## config.mk

```make
export PLATFORM = sky130hd
export DESIGN_NAME = float_to_exp_index
export DESIGN_NICKNAME = d
export VERILOG_FILES = /design/src/rtl/float_to_exp_index.sv
export SDC_FILE = /design/constraint.sdc
export NUM_CORES = 1
export LEC_CHECK = 0
export CAP_MARGIN = 20
export CORE_ASPECT_RATIO = 0.9
export CORE_MARGIN = 1
export CORE_UTILIZATION = 59
export CTS_CLUSTER_SIZE = 14
export DETAILED_ROUTE_END_ITERATION = 6
export DONT_BUFFER_PORTS = 1
export PLACE_DENSITY = 0.78
export SYNTH_ARGS = -nofsm -noshare
export SYNTH_HDL_FRONTEND = slang
export SYNTH_SLANG_ARGS = --single-unit
```

## constraint.sdc

```tcl
create_clock -name clk -period 1.8 [get_ports clk]
set_clock_uncertainty 0.2 [all_clocks]
set_input_delay 0.09 -clock clk [delete_from_list [all_inputs] [get_ports clk]]
set_output_delay 0.09 -clock clk [all_outputs]
set_load 0.02 [all_outputs]
```

## src/rtl/float_to_exp_index.sv

```systemverilog
// Converts an IEEE-754 single-precision value into an exponent-table index
// (integer(value) + 127) through a 2-stage stallable pipeline.
// Define FLOAT_TO_EXP_INDEX_ROUND_EN to round to nearest (ties away from
// zero); the default build truncates toward zero.
module float_to_exp_index #(
  parameter int DATA_WIDTH = 32
) (
  input  logic                  clk,
  input  logic                  rst_n,
  input  logic                  in_valid,
  output logic                  in_ready,
  input  logic [DATA_WIDTH-1:0] in_data,
  output logic                  out_valid,
  input  logic                  out_ready,
  output logic [11:0]           out_addr,
  output logic                  out_err,
  output logic                  out_inexact,
  output logic [7:0]            err_cnt
);

  logic        en;
  logic [7:0]  exp_f;
  logic [22:0] man_f;
  logic [23:0] sig;
  logic [7:0]  shift;
  logic [23:0] shifted;
  logic [23:0] frac_mask;

  logic [10:0] dec_mag;
  logic        dec_inexact;
  logic        dec_nan;

  logic        s1_valid_d, s1_valid_q;
  logic        s1_sign_d, s1_sign_q;
  logic        s1_nan_d, s1_nan_q;
  logic        s1_inexact_d, s1_inexact_q;
  logic [10:0] s1_mag_d, s1_mag_q;

  logic [11:0] mag_r;
  logic [11:0] res_addr;
  logic        res_err;
  logic        res_inexact;

  logic        out_valid_d, out_valid_q;
  logic [11:0] out_addr_d, out_addr_q;
  logic        out_err_d, out_err_q;
  logic        out_inexact_d, out_inexact_q;
  logic [7:0]  err_cnt_d, err_cnt_q;

  // Stage 1 decode: integer magnitude of |value|, saturated to 11 bits.
  always_comb begin
    en          = !out_valid_q || out_ready;
    exp_f       = in_data[30:23];
    man_f       = in_data[22:0];
    sig         = {1'b1, man_f};
    shift       = 8'd150 - exp_f;
    shifted     = sig >> shift;
    frac_mask   = (24'd1 << shift) - 24'd1;
    dec_mag     = 11'd0;
    dec_inexact = 1'b0;
    dec_nan     = 1'b0;
    if (exp_f == 8'hFF) begin
      dec_nan = 1'b1;
    end else if (exp_f == 8'd0) begin
      dec_inexact = |man_f;
    end else if (exp_f < 8'd127) begin
      dec_inexact = 1'b1;
    end else if (exp_f <= 8'd150) begin
      dec_mag     = (|shifted[23:11]) ? 11'h7FF : shifted[10:0];
      dec_inexact = |(sig & frac_mask);
    end else begin
      dec_mag = 11'h7FF;
    end
  end

`ifdef FLOAT_TO_EXP_INDEX_ROUND_EN
  logic dec_round;
  logic s1_round_d, s1_round_q;

  // Round bit is the first discarded fraction bit; exp 126 means |v| in [0.5,1).
  always_comb begin
    dec_round = 1'b0;
    if (exp_f == 8'd126) begin
      dec_round = 1'b1;
    end else if (exp_f >= 8'd127 && exp_f <= 8'd150 && shift != 8'd0) begin
      dec_round = |(sig & (24'd1 << (shift - 8'd1)));
    end
    s1_round_d = en ? dec_round : s1_round_q;
  end

  always_ff @(posedge clk or negedge rst_n) begin
    if (!rst_n) s1_round_q <= 1'b0;
    else        s1_round_q <= s1_round_d;
  end
`else
`endif

  always_comb begin
`ifdef FLOAT_TO_EXP_INDEX_ROUND_EN
    mag_r = {1'b0, s1_mag_q} + {11'd0, s1_round_q};
`else
    mag_r = {1'b0, s1_mag_q};
`endif
    res_addr    = 12'd0;
    res_err     = 1'b0;
    res_inexact = s1_inexact_q;
    // Stage 2: bias, clamp to the table range 1..254, Inf/NaN maps to 0.
    if (s1_nan_q) begin
      res_err     = 1'b1;
      res_inexact = 1'b0;
    end else if (!s1_sign_q) begin
      if (mag_r > 12'd127) begin
        res_addr = 12'd254;
        res_err  = 1'b1;
      end else begin
        res_addr = mag_r + 12'd127;
      end
    end else begin
      if (mag_r > 12'd126) begin
        res_addr = 12'd1;
        res_err  = 1'b1;
      end else begin
        res_addr = 12'd127 - mag_r;
      end
    end
  end

  always_comb begin
    s1_valid_d    = en ? in_valid     : s1_valid_q;
    s1_sign_d     = en ? in_data[31]  : s1_sign_q;
    s1_nan_d      = en ? dec_nan      : s1_nan_q;
    s1_inexact_d  = en ? dec_inexact  : s1_inexact_q;
    s1_mag_d      = en ? dec_mag      : s1_mag_q;
    out_valid_d   = en ? s1_valid_q   : out_valid_q;
    out_addr_d    = en ? res_addr     : out_addr_q;
    out_err_d     = en ? res_err      : out_err_q;
    out_inexact_d = en ? res_inexact  : out_inexact_q;
    err_cnt_d     = err_cnt_q;
    if (out_valid_q && out_ready && out_err_q && err_cnt_q != 8'hFF) begin
      err_cnt_d = err_cnt_q + 8'd1;
    end
  end

  always_ff @(posedge clk or negedge rst_n) begin
    if (!rst_n) begin
      s1_valid_q    <= 1'b0;
      s1_sign_q     <= 1'b0;
      s1_nan_q      <= 1'b0;
      s1_inexact_q  <= 1'b0;
      s1_mag_q      <= 11'd0;
      out_valid_q   <= 1'b0;
      out_addr_q    <= 12'd0;
      out_err_q     <= 1'b0;
      out_inexact_q <= 1'b0;
      err_cnt_q     <= 8'd0;
    end else begin
      s1_valid_q    <= s1_valid_d;
      s1_sign_q     <= s1_sign_d;
      s1_nan_q      <= s1_nan_d;
      s1_inexact_q  <= s1_inexact_d;
      s1_mag_q      <= s1_mag_d;
      out_valid_q   <= out_valid_d;
      out_addr_q    <= out_addr_d;
      out_err_q     <= out_err_d;
      out_inexact_q <= out_inexact_d;
      err_cnt_q     <= err_cnt_d;
    end
  end

  assign in_ready    = en;
  assign out_valid   = out_valid_q;
  assign out_addr    = out_addr_q;
  assign out_err     = out_err_q;
  assign out_inexact = out_inexact_q;
  assign err_cnt     = err_cnt_q;

endmodule
```

## Word level (Yosys, flattened, before mapping)

Cells that the tools add are included.

| cells by class | value |
|---|---|
| $add $sub $neg | 5 |
| $lt $le $gt $ge | 4 |
| equal/unequal tests | 2 |
| shift operators | 2 |
| muxes and demuxes | 19 |
| bitwise operators | 1 |
| reductions and logical operators | 9 |

Operators by type and width:

| kind | count |
|---|---|
| 2-to-1 mux 11 bit | 5 |
| 2-to-1 mux 12 bit | 4 |
| AND 24 bit | 1 |
| OR reduction 24 bit | 1 |
| << shifter 1 x 8 -> 24 bit (first input constant) | 1 |
| >> shifter 24 x 8 -> 24 bit | 1 |
| subtractor 24 x 1 -> 24 bit (second input constant) | 1 |
| OR reduction 23 bit | 1 |
| greater-than comparator 11 x 7 -> 1 bit (second input constant) | 2 |
| OR reduction 13 bit | 1 |
| adder 11 x 7 -> 12 bit (second input constant) | 1 |
| subtractor 7 x 11 -> 12 bit (first input constant) | 1 |
| 2-to-1 mux 1 bit | 10 |
| adder 8 x 1 -> 8 bit (second input constant) | 1 |
| equality test 8 bit (second input constant) | 1 |
| less-or-equal comparator 8 bit (second input constant) | 1 |
| logical NOT 8 bit | 1 |
| < comparator 8 x 7 -> 1 bit (second input constant) | 1 |
| inequality test 8 bit (second input constant) | 1 |
| subtractor 8 bit (first input constant) | 1 |
| logical AND 1 bit | 3 |
| logical NOT 1 bit | 1 |
| logical OR 1 bit | 1 |

| storage, ports and cells | value |
|---|---|
| bits in registers | 38 |
| input bits | 36 |
| output and inout port bits | 24 |
| logic and storage cells | 52 |

## Longest topological paths before layout

Gate-level depths: netlist of the first run.

| depth | value |
|---|---|
| depth in word-level cells | 9 |
| depth in mapped cells | 16 |
| depth with buffers taken out | 15 |

## Least setup slack after synthesis of the first run

Ideal clock, no wire load.

| path | value |
|---|---|
| path kind | in2reg |
| start | input port in_data[23] |
| end | register s1_inexact_q |
| library setup time | 126 ps |
| arrival time | 2959 ps |
| data required time | 1474 ps |
| path slack | -1485 ps |
| stages on the path | 16 |
| cells stage by stage | buf_4 > inv_1 > ha_1 > buf_2 > clkbuf_1 > and2_1 > nand3_1 > ha_1 > clkbuf_1 > inv_1 > a311oi_2 > a22oi_4 > o31ai_1 > a2111oi_2 > and4b_1 > a31oi_1 |

| on the way | value |
|---|---|
| cells in the longest elaborated chain, start to end | 9 |

RTL lines:

| item | RTL line | text |
|---|---|---|
| from (decl) | 12 | `input logic [DATA_WIDTH-1:0] in_data,` |
| subtractor 8 bit | 56 | `shift = 8'd150 - exp_f;` |
| << shifter 1 x 8 -> 24 bit | 58 | `frac_mask = (24'd1 << shift) - 24'd1;` |
| subtractor 24 x 1 -> 24 bit | 58 |  |
| AND 24 bit | 70 | `dec_inexact = \|(sig & frac_mask);` |
| OR reduction 24 bit | 70 |  |
| 2-to-1 mux 1 bit | 68 | `end else if (exp_f <= 8'd150) begin` |
| 2-to-1 mux 1 bit | 66 | `end else if (exp_f < 8'd127) begin` |
| 2-to-1 mux 1 bit | 64 | `end else if (exp_f == 8'd0) begin` |
| 2-to-1 mux 1 bit (*) | 62 | `if (exp_f == 8'hFF) begin` |
| to (signal assigned) | 160 | `s1_inexact_q <= s1_inexact_d;` |
| to (decl) | 36 | `logic s1_inexact_d, s1_inexact_q;` |

Mark *: on every way between the ends. The rest lies on a longest branch, timed or not.
A chain may end at the register's enable or synchronous reset.

## Final worst setup path of the first run

Same ends and word-level chain as after synthesis.

==> results of run 1 <==
==> cells by family (layout without fill, tap and decap cells) <==
family	Yosys count	count (layout)	share of synthesized area
xor+xnor	16	16	0.0425
compound gates	136	137	0.266
flops	38	38	0.260
simple gates	161	161	0.219
buf+inv	38	156	0.0535
mux	25	25	0.131
fa+ha+maj	8	8	0.0274
==> repair_timing <==
| item | 4_1_cts | 5_1_grt |
|---|---|---|
| pin swaps | 13 | 27 |
| gates resized for setup | 34 | 63 |
| endpoints found under the hold margin | 56 | 0 |
| buffers inserted | 12 | 20 |
| hold buffers | 8 | 0 |
| cloned | 1 | 1 |
| setup endpoints to repair | 20 | 25 |
==> metrics by stage <==
step	power, mW	cells
finish	4.00	611
global route	4.10	611
CTS	3.46	591
detailed placement	2.76	564
global placement	2.69	564
floorplan	2.22	422
==> cells in the mapped netlist, drive strengths merged, types with 3 or more instances <==
library cell / n
a211oi: 4
a22oi: 4
a21o: 3
xor2: 5
nand2: 50
a21boi: 3
a22o: 5
inv: 10
nand2b: 4
nor2: 38
mux2i: 5
nand3: 18
a31o: 3
a31oi: 5
and3: 3
o21ai: 33
nand4: 6
clkbuf: 13
xnor2: 11
and2: 3
nor2b: 5
nor4: 12
nor3: 11
o211ai: 6
mux4: 18
a311oi: 3
ha: 8
a21oi: 35
o22ai: 4
dfrtp: 38
o2111ai: 3
buf: 15
o31ai: 6
a2111oi: 3
==> routing by layer <==
metal  share of wire  up-vias
met5               0        -
met2            0.44      497
met1            0.34     2146
met3            0.13      195
met4           0.088        0
li1                -     1855
==> worst max-delay path by stage <==
stage | startpoint | endpoint | slack, ns | cells after the start
after floorplan | in_data[23] | s1_inexact_q | -1.03 | 16
after global placement | in_data[23] | s1_inexact_q | -0.89 | 15
after detailed placement | in_data[23] | s1_inexact_q | -1.04 | 15
after CTS | in_data[23] | s1_inexact_q | -0.68 | 15
after global routing | in_data[23] | s1_inexact_q | -1.09 | 15
final | in_data[23] | s1_inexact_q | -1.10 | 15
==> layout make-up <==
class / count / area share
clock buffers: 6 / 0.0156
inverters: 10 / 0.00944
multi-input cells: 347 / 0.554
flip-flops and latches: 38 / 0.180
well taps: 70 / 0.0165
repair buffers: 140 / 0.224
==> worst reg2reg max path, stage by stage, from the launching register on <==
cell and delay, ns:
dfrtp_1 0.39, nor2b_4 0.15, a21oi_1 0.24, o221ai_1 0.17, a311oi_1 0.30, o21ai_1 0.15
a2111oi_2 0.28, and4b_1 0.26, a31oi_1 0.08
==> where the power goes <==
| group | switching, mW | internal, mW | leakage (nW) |
|---|---|---|---|
| combinational | 1.13 | 0.970 | 1.64 |
| clock | 0.309 | 0.296 | 0.0431 |
| sequential | 0.268 | 1.03 | 0.479 |
| total | 1.71 | 2.29 | 2.16 |
==> registers in the layout, indices dropped and copies added (netlist names) <==
register	count
out_err	1
err_cnt	8
out_valid	1
s1_valid_q	1
s1_inexact_q	1
s1_sign_q	1
out_inexact	1
out_addr	12
s1_nan_q	1
s1_mag_q	11
==> summary.md, run 1 <==
| Metric | Value |
|---|---|
| Crit-path leading delay family | `compound AO/OA/AOI/OAI gates` |
| Mapped Nets | `466` |
| Relative slew slack | `0.644` |
| Crit-path max FO | `39` |
| Crit Reg-Reg Startpoint | `out_valid` |
| DR pass1 iterations | `7` |
| Initial Util | `0.627` |
| Commonest non-fill, non-tap cell in the layout | `buf_4` |
| Syn Inst Count | `422` |
| Core Region | `5820 µm²` |
| Met2 GRT Util | `0.711` |
| Crit-path cells | `ha_4, a21oi_2, o211ai_1, a22o_4, nor2_4, nand3_2, ha_4, nor2b_2, a21oi_1, o221ai_1, a311oi_1, o21ai_1, a2111oi_2, and4b_1, a31oi_1` |
| Area occupied by multi-input gates | `2940 µm²` |
| I/O Buffers | `0` |
| # rows | `26` |
| Clk_lat worst skew | `0.30 ns` |
| Final Setup Violations | `25` |
| Worst reg2reg path endpoint | `s1_inexact_q` |
| Min-delay src | `in_data[18]` |
| Seq cells post-synth | `38` |
| Post-synth top flop | `dfrtp_1` |
| Number of remaining DRC errors | `4` |
| Avg Synthesized Cell Area | `8.65 µm²` |
| Most frequent cells in the layout | `buf_4, nand2_1, dfrtp_1` |
| Area leader, netlist | `dfrtp_1` |
| Cell mode on critical path | `ha_4` |
| Number of distinct library cells after synthesis | `74` |
| Worst-path clk slew | `0.07 ns` |
| Peak Freq | `0.345 GHz` |
| Filler cell count | `234` |
| Slew of the pin with the lowest slew margin | `0.521 ns` |
| R2R Setup Slk | `-0.54 ns` |
| Reg area | `953 µm²` |
| Worst EP required | `1.78 ns` |
| Final hold vios | `0` |
| Total Nets Final | `586` |
| Clock root cell | `clkbuf_8` |
| Setup TNS | `-6.72 ns` |
| GPL Wtd Cong | `0.984` |
| Layout cells sized above 1 | `0.464` |
| Hold_ws | `0.0286 ns` |
| Dpl ws | `-1.04 ns` |
| Post-synth EDFFs | `0` |
| Gr busiest metal | `met2` |
| CP peak stage delay | `0.30 ns` |
| Die area | `6510 µm²` |
| Failing checks | `DRC, setup timing` |
| Initial antenna violation count | `0` |
| RSZ-0062 raised after global routing | `true` |
| CP endpoint kind | `flop` |
| Post-route setup slack | `-1.10 ns` |
| Worst-case clock buffer depth | `2` |
| CP Launch Type | `primary input` |
| Antenna fix cells | `0` |
| Ys Warns | `0` |
| Yosys top cell area share | `0.260` |
| IO Pins | `60` |
| CP Buf/Inv Count | `0` |
| Seq/Total Area, Yosys | `0.260` |
| Tcrit/Tclk final | `1.61` |
| DRT iter0 DRCs | `646` |
| Fraction of registers with async set/reset | `1.00` |
| Reg2Reg Depth | `8` |
| Largest net degree at the start of global routing | `40` |
| DR WL/cell | `26.3 µm` |
| Placed Instance Area | `4520 µm²` |
| First-pass GRT wire length | `20500 µm` |
| Minimum clock period | `2.90 ns` |
| Synth top area cells | `dfrtp_1, mux4_2, nand2_1` |
| GR Util met3 | `0.0683` |
| Worst path arrival time | `2.88 ns` |
| Post-Syn Area | `3650 µm²` |
| DRT antenna net count | `0` |
| Leakage | `2.16 nW` |
| Layout area overhead | `45.2%` |
| Met1 usage | `0.485` |
| Power Density | `755 nW/µm²` |
| Outcome | `complete, but fails checks` |
| Slowest CP cell | `a311oi_1` |
| Endpoint, Worst Hold | `s1_inexact_q` |
| Total number of vias | `4693` |
| Final Util | `0.910` |
| CTS tree | `yes` |
| Count of pins over their slew limit | `0` |
| Die width | `84.9 µm` |
| Vias in the first global route | `4189` |
| Final Instance Area | `5300 µm²` |
| Htree depth | `2` |
| Number of max-cap violations | `0` |
| HP Class | `in -> reg` |
| Die H | `76.6 µm` |
| Worst hold path depth | `3` |
| Detail-routed via count per cell | `7.68` |
| Total CTS buffers | `5` |
| CP Class | `in -> reg` |
| Dpl hpwl | `8910 µm` |
| Drt total wl | `16100 µm` |
| Clock Sink Count | `38` |
| VDD IR max | `0.000360 V` |
| Total gr overflow | `0` |
| Total track usage | `0.407` |
Power figures use the tool's default switching activity.
==> inputs of run 2 (changes only) <==
--- a/config.mk
+++ b/config.mk
@@ -8,11 +8,11 @@
 export CAP_MARGIN = 20
 export CORE_ASPECT_RATIO = 0.9
 export CORE_MARGIN = 1
-export CORE_UTILIZATION = 59
+export CORE_UTILIZATION = 70
 export CTS_CLUSTER_SIZE = 14
 export DETAILED_ROUTE_END_ITERATION = 6
 export DONT_BUFFER_PORTS = 1
-export PLACE_DENSITY = 0.78
+export PLACE_DENSITY = 0.86
 export SYNTH_ARGS = -nofsm -noshare
 export SYNTH_HDL_FRONTEND = slang
 export SYNTH_SLANG_ARGS = --single-unit
==> constraint.sdc (replaced) <==
create_clock -name clk -period 3.6 [get_ports clk]
set_clock_uncertainty 0.2 [all_clocks]
set_input_delay 0.18 -clock clk [delete_from_list [all_inputs] [get_ports clk]]
set_output_delay 0.18 -clock clk [all_outputs]
set_load 0.02 [all_outputs]
==> run 2 against run 1 <==
Effect of this change:
- the flow now finishes without violations
- clock power down 42%
- first-iteration DRC count down 33%
- register-to-register slack better by 1.8 ns
- hold slack worse by 0.011 ns
- power down 61%
- via count down 23%
- sequential cell count unchanged
- core utilization down 13 points
- global-route usage up 0.66 points
- non-clock buffer count down 124
- largest power group is now sequential cells
- highest routed layer unchanged
==> summary.md, run 2 (same netlist as run 1, synthesis figures left out) <==
| Metric | Value |
|---|---|
| Largest net degree at the start of global routing | `40 (unchanged)` |
| Leakage | `1.44 nW (was 2.16 nW)` |
| GPL Wtd Cong | `0.982 (was 0.984)` |
| First-pass GRT wire length | `17400 µm (was 20500 µm)` |
| Minimum clock period | `3.31 ns` |
| Most frequent cells in the layout | `nand2_1, dfrtp_1, nor2_1 (was buf_4, nand2_1, dfrtp_1)` |
| CP peak stage delay | `0.52 ns (was 0.30 ns)` |
| Slowest CP cell | `xnor2_1 (was a311oi_1)` |
| Final cell count without fillers | `483 (was 611)` |
| Setup TNS | `0 ns (was -6.72 ns)` |
| Number of max-cap violations | `0 (unchanged)` |
| Initial Util | `0.741 (was 0.627)` |
| HP Class | `in -> reg (unchanged)` |
| Core Region | `4920 µm² (was 5820 µm²)` |
| Gr busiest metal | `met2 (unchanged)` |
| Slew of the pin with the lowest slew margin | `1.14 ns (was 0.521 ns)` |
| Initial antenna violation count | `0 (unchanged)` |
| Worst path arrival time | `3.27 ns (was 2.88 ns)` |
| CP Launch Type | `primary input (unchanged)` |
| DRT iter0 DRCs | `430 (was 646)` |
| Crit-path max FO | `39 (unchanged)` |
| Crit-path cells | `ha_1, a21oi_2, xnor2_1, nand2_2, nor2_2, nand3_1, ha_1, buf_4, a22oi_1, nor2_1, a2111oi_0, and4b_1, a31oi_1 (was ha_4, a21oi_2, o211ai_1, a22o_4, nor2_4, nand3_2, ha_4, nor2b_2, a21oi_1, o221ai_1, a311oi_1, o21ai_1, a2111oi_2, and4b_1, a31oi_1)` |
| CTS tree | `yes (unchanged)` |
| Worst EP required | `3.56 ns (was 1.78 ns)` |
| Worst-path clk slew | `0.07 ns (about the same)` |
| Layout area overhead | `4.93% (was 45.2%)` |
| Count of pins over their slew limit | `0 (unchanged)` |
| Clk_lat worst skew | `0.29 ns (was 0.30 ns)` |
| Die width | `78.1 µm (was 84.9 µm)` |
| Commonest non-fill, non-tap cell in the layout | `nand2_1 (was buf_4)` |
| Htree depth | `2 (unchanged)` |
| Die H | `70.5 µm (was 76.6 µm)` |
| VDD IR max | `0.000390 V (was 0.000360 V)` |
| Met2 GRT Util | `0.623 (was 0.711)` |
| DRT antenna net count | `0 (unchanged)` |
| Total CTS buffers | `5 (unchanged)` |
| Dpl hpwl | `7800 µm (was 8910 µm)` |
| Design Power | `1.56 mW (was 4.00 mW)` |
| IO Pins | `60 (unchanged)` |
| Peak Freq | `0.303 GHz` |
| Relative slew slack | `0.238 (was 0.644)` |
| Clock root cell | `clkbuf_8 (unchanged)` |
| Cell mode on critical path | `ha_1 (was ha_4)` |
| Detail-routed via count per cell | `7.53 (was 7.68)` |
| Drt total wl | `10800 µm (was 16100 µm)` |
| I/O Buffers | `0 (unchanged)` |
| Worst-case clock buffer depth | `2 (unchanged)` |
| Vias in the first global route | `3411 (was 4189)` |
| Hold_ws | `0.0177 ns (was 0.0286 ns)` |
| Total Nets Final | `461 (was 586)` |
| Max reg flops | `12 (unchanged)` |
| Number of remaining DRC errors | `0 (was 4)` |
| Outcome | `finished clean (was complete, but fails checks)` |
| Die area | `5510 µm² (was 6510 µm²)` |
| Setup bufs post-CTS | `0 (was 12)` |
| Total number of vias | `3635 (was 4693)` |
| Filler cell count | `347 (was 234)` |
| Total track usage | `0.413 (was 0.407)` |
| Clock Sink Count | `38 (unchanged)` |
| DR pass1 iterations | `5 (was 7)` |
| Power Density | `406 nW/µm² (was 755 nW/µm²)` |
| Final Setup Violations | `0 (was 25)` |
| Tcrit/Tclk final | `0.918` |
| GR Util met3 | `0.108 (was 0.0683)` |
| DR WL/cell | `22.3 µm (was 26.3 µm)` |
| Total gr overflow | `0 (unchanged)` |
| RSZ-0062 raised after global routing | `false (was true)` |
| CP Buf/Inv Count | `1 (was 0)` |
| Final hold vios | `0 (unchanged)` |
| Met1 usage | `0.595 (was 0.485)` |
| CP endpoint kind | `flop (unchanged)` |
| Layout cells sized above 1 | `0.153 (was 0.464)` |
| Antenna fix cells | `0 (unchanged)` |
| CP Class | `in -> reg (unchanged)` |
| # rows | `24 (was 26)` |
| Placed cell count | `469 (was 564)` |
| Crit-path leading delay family | `compound AO/OA/AOI/OAI gates (unchanged)` |
| Resize count post-CTS | `0 (was 34)` |
==> run 2: final cells by class <==
cell class,count,area (µm²),area share
Clock buffer,5,68.8,0.0180
Clock inverter,3,40.0,0.0105
Inverter,10,37.5,0.00980
Tap cell,65,81.3,0.0212
Sequential cell,38,951,0.248
Multi-Input combinational cell,346,2510,0.654
Timing Repair Buffer,16,145,0.0379
==> run 2: timing repair <==
action,4_1_cts,5_1_grt
hold buffers,6,0
endpoints found under the setup margin,0,0
endpoints found under the hold margin,42,0
==> run 2: worst reg2reg max path: stages (launching register included) <==
cell     delay [ns]
dfrtp_1        0.49
nor2b_2        0.29
buf_4          0.35
inv_1          0.37
o21ai_0        0.20
nor2_1         0.07
a21oi_1        0.15
a31oi_1        0.06
==> run 2: worst paths after layout <==
kind / startpoint / endpoint / slack [ns] / cells after the start
setup reg to reg: out_valid / s1_inexact_q / 1.30 / 7
setup / recovery: in_data[23] / s1_inexact_q / 0.29 / 13
min in group asynchronous: rst_n / s1_mag_q[8] / 0.16 / 2
hold reg to reg: s1_valid_q / out_valid / 0.28 / 1
hold / removal: in_data[28] / s1_nan_q / 0.02 / 4
max in group asynchronous: rst_n / err_cnt[1] / 2.85 / 2
==> run 2: metrics by stage <==
stage / instance area, µm² / util / setup WS (ns)
floorplan: 3650 / - / 0.225
global placement: 3650 / 0.742 / 0.156
detailed placement: 3650 / 0.742 / 0.163
CTS: 3830 / 0.778 / 0.449
global route: 3830 / 0.778 / 0.148
finish: 3830 / 0.778 / 0.295
==> run 2: per-layer routing <==
metal  part of all wire  up-vias
li1                   -     1603
met1               0.41     1703
met2               0.44      294
met3               0.13       35
met4              0.023        0
met5                  0        -
==> run 2: power breakdown <==
group / switching (mW) / total, mW / internal, mW
sequential: 0.186 / 0.698 / 0.512
clock: 0.150 / 0.353 / 0.204
combinational: 0.288 / 0.505 / 0.217
total: 0.623 / 1.56 / 0.933
==> inputs of run 3 (changes only) <==
--- a/config.mk
+++ b/config.mk
@@ -8,11 +8,12 @@
 export CAP_MARGIN = 20
 export CORE_ASPECT_RATIO = 0.9
 export CORE_MARGIN = 1
-export CORE_UTILIZATION = 70
+export CORE_UTILIZATION = 38
 export CTS_CLUSTER_SIZE = 14
 export DETAILED_ROUTE_END_ITERATION = 6
 export DONT_BUFFER_PORTS = 1
-export PLACE_DENSITY = 0.86
+export GPL_TIMING_DRIVEN = 0
+export SKIP_CTS_REPAIR_TIMING = 1
 export SYNTH_ARGS = -nofsm -noshare
 export SYNTH_HDL_FRONTEND = slang
 export SYNTH_SLANG_ARGS = --single-unit
==> run 3 against run 2 <==
Effect of this change:
- sequential cell count stayed put
- sequential share of layout area is 1.1 points lower
- non-clock buffer count is 15 higher
- core utilization is 34 points lower
- combinational power is 5.3% higher
- clock power hardly changed
- critical path depth is 2 higher
- first-iteration DRC count is 40% lower
- final area is 4.5% higher
- critical path type unchanged
- largest cell class unchanged
- largest power group unchanged
==> summary.md, run 3 (same netlist as run 1, synthesis figures left out) <==
| Metric | Value |
|---|---|
| Number of max-cap violations | `0 (unchanged)` |
| HP Class | `in -> reg (unchanged)` |
| Clock power frac | `0.224 (was 0.227)` |
| Reg2Reg Depth | `5 (was 7)` |
| Crit Reg-Reg Startpoint | `s1_mag_q[7] (was out_valid)` |
| Internal power | `0.943 mW (was 0.933 mW)` |
| RSZ-0062 raised after global routing | `false (unchanged)` |
| Initial Util | `0.397 (was 0.741)` |
| Layout cells sized above 1 | `0.159 (was 0.153)` |
| Total track usage | `0.227 (was 0.413)` |
| Endpoint, Worst Hold | `out_valid (was s1_nan_q)` |
| Largest net degree at the start of global routing | `39 (was 40)` |
| Final cell count without fillers | `555 (was 483)` |
| VDD IR max | `0.000260 V (was 0.000390 V)` |
| Worst reg2reg path endpoint | `out_addr[5] (was s1_inexact_q)` |
| Crit-path max FO | `9 (was 39)` |
| Worst EP required | `3.57 ns (was 3.56 ns)` |
| Number of remaining DRC errors | `0 (unchanged)` |
| IO Pins | `60 (unchanged)` |
| Sw frac | `0.400 (was 0.401)` |
| Worst-path clk slew | `0.07 ns (about the same)` |
| # rows | `33 (was 24)` |
| Clock Sink Count | `38 (unchanged)` |
| Minimum clock period | `3.34 ns (was 3.31 ns)` |
| Setup TNS | `0 ns (unchanged)` |
| Worst-case clock buffer depth | `2 (unchanged)` |
| Most frequent cells in the layout | `nand2_1, dfrtp_1, nor2_1 (unchanged)` |
| Worst path arrival time | `3.31 ns (was 3.27 ns)` |
| Layout area overhead | `9.66% (was 4.93%)` |
| First-pass GRT wire length | `17900 µm (was 17400 µm)` |
| Initial antenna violation count | `0 (unchanged)` |
| DR pass1 iterations | `5 (unchanged)` |
| DRT antenna net count | `0 (unchanged)` |
| Htree depth | `2 (unchanged)` |
| CP peak stage delay | `0.38 ns (was 0.52 ns)` |
| Worst hold path depth | `3 (was 4)` |
| Dpl ws | `-0.645 ns (was 0.163 ns)` |
| DRT iter0 DRCs | `260 (was 430)` |
| Min-delay src | `out_ready (was in_data[28])` |
| Total Nets Final | `476 (was 461)` |
| CP endpoint kind | `flop (unchanged)` |
| Total number of vias | `3538 (was 3635)` |
| Core Region | `9210 µm² (was 4920 µm²)` |
| Crit-path cells | `ha_1, buf_6, a21oi_2, xnor2_2, nand2_4, nor2_4, nand3_1, ha_1, a21oi_1, o221ai_1, a311oi_1, o21ai_0, a2111oi_2, and4b_1, a31oi_1 (was ha_1, a21oi_2, xnor2_1, nand2_2, nor2_2, nand3_1, ha_1, buf_4, a22oi_1, nor2_1, a2111oi_0, and4b_1, a31oi_1)` |
| DR WL/cell | `20.3 µm (was 22.3 µm)` |
| Hold_ws | `0.0172 ns (was 0.0177 ns)` |
| Count of pins over their slew limit | `0 (unchanged)` |
| Placed cell count | `544 (was 469)` |
| Cell mode on critical path | `ha_1 (unchanged)` |
| Die width | `105 µm (was 78.1 µm)` |
| Drt total wl | `11200 µm (was 10800 µm)` |
| Commonest non-fill, non-tap cell in the layout | `nand2_1 (unchanged)` |
| Slowest CP cell | `ha_1 (was xnor2_1)` |
| Antenna fix cells | `0 (unchanged)` |
| Logic pwr share | `0.338 (was 0.324)` |
| Peak Freq | `0.300 GHz (was 0.303 GHz)` |
| Final Setup Violations | `0 (unchanged)` |
| Outcome | `finished clean (unchanged)` |
| Vias in the first global route | `3417 (was 3411)` |
| Die area | `10000 µm² (was 5510 µm²)` |
| Tcrit/Tclk final | `0.927 (was 0.918)` |
| Detail-routed via count per cell | `6.37 (was 7.53)` |
| Final Util | `0.435 (was 0.778)` |
| Relative slew slack | `0.424 (was 0.238)` |
| Filler cell count | `933 (was 347)` |
| CP Launch Type | `primary input (unchanged)` |
| Max reg flops | `12 (unchanged)` |
| Final hold vios | `0 (unchanged)` |
| Leakage | `1.47 nW (was 1.44 nW)` |
| CTS tree | `yes (unchanged)` |
| Slew of the pin with the lowest slew margin | `0.857 ns (was 1.14 ns)` |
| Clk_lat worst skew | `0.29 ns (about the same)` |
| Clock root cell | `clkbuf_8 (unchanged)` |
| CP Class | `in -> reg (unchanged)` |
| Power Density | `393 nW/µm² (was 406 nW/µm²)` |
| I/O Buffers | `0 (unchanged)` |
| R2R Setup Slk | `1.26 ns (was 1.30 ns)` |
| Die H | `95.0 µm (was 70.5 µm)` |
| Sequential power share | `0.438 (was 0.448)` |
| Post-route setup slack | `0.263 ns (was 0.295 ns)` |
| Dpl hpwl | `8720 µm (was 7800 µm)` |
| Total gr overflow | `0 (unchanged)` |
| NetSw | `0.630 mW (was 0.623 mW)` |
| Total CTS buffers | `5 (unchanged)` |
| GPL Wtd Cong | `0.986 (was 0.982)` |
-- run 3: cell count changes in the layout (fill, tap and decap cells not counted), sizes merged --
cell | before | now
buf | 11 | 15
clkbuf | 5 | 18
clkinv | 2 | 0
clkinvlp | 0 | 1
dlygate4sd3 | 5 | 4
-- run 3: worst max path at each step --
stage / from / endpoint / slack [ns] / cells after the start
after floorplan: in_data[23] / s1_inexact_q / 0.23 / 16
after global placement: in_data[23] / s1_inexact_q / -0.69 / 16
after detailed placement: in_data[23] / s1_inexact_q / -0.64 / 16
after CTS: in_data[23] / s1_inexact_q / -0.36 / 16
after global routing: in_data[23] / s1_inexact_q / 0.04 / 15
final: in_data[23] / s1_inexact_q / 0.26 / 15
-- run 3: cell type report --
cell class	instances	area [µm²]	share of cell area
plain buffers	26	153	0.0381
clock buffers	6	72.6	0.0181
clock inverters	2	37.5	0.00938
inverters	10	37.5	0.00938
multi-input cells	346	2540	0.634
flip-flops and latches	38	951	0.238
well taps	122	153	0.0381
repair buffers	5	60.1	0.0150
-- run 3: layer usage --
layer,vias up,wire [µm],global-route usage,part of all wire
li1,1632,-,-,-
met1,1703,4770,0.295,0.42
met2,179,5260,0.377,0.47
met3,24,963,0.0469,0.086
met4,0,260,0.0798,0.023
met5,-,0,0,0
-- run 3: metrics by stage --
step	area (µm²)	total power, mW
after floorplan	3650	1.07
after detailed placement	3800	1.21
after global placement	3800	1.20
after CTS	3910	1.56
after global routing	4000	1.67
final	4000	1.57
-- run 3: power groups by stage --
| stage | Clock (mW) | Sequential, mW | Combinational [mW] |
|---|---|---|---|
| 6_report | 0.352 | 0.689 | 0.532 |
| 5_1_grt | 0.377 | 0.707 | 0.588 |
| 4_1_cts | 0.362 | 0.692 | 0.509 |
| 3_5_place_dp | 0 | 0.700 | 0.507 |
| 3_3_place_gp | 0 | 0.695 | 0.501 |
| 2_1_floorplan | 0 | 0.672 | 0.402 |
-- run 3: critical path: cells and delay by family --
kind	cells	cell delay (ns)
AO/OA/AOI/OAI	7	1.38
XOR/XNOR	1	0.25
adder cells (fa/ha/maj)	2	0.56
buffers and inverters	1	0.14
AND/OR/NAND/NOR	4	0.79
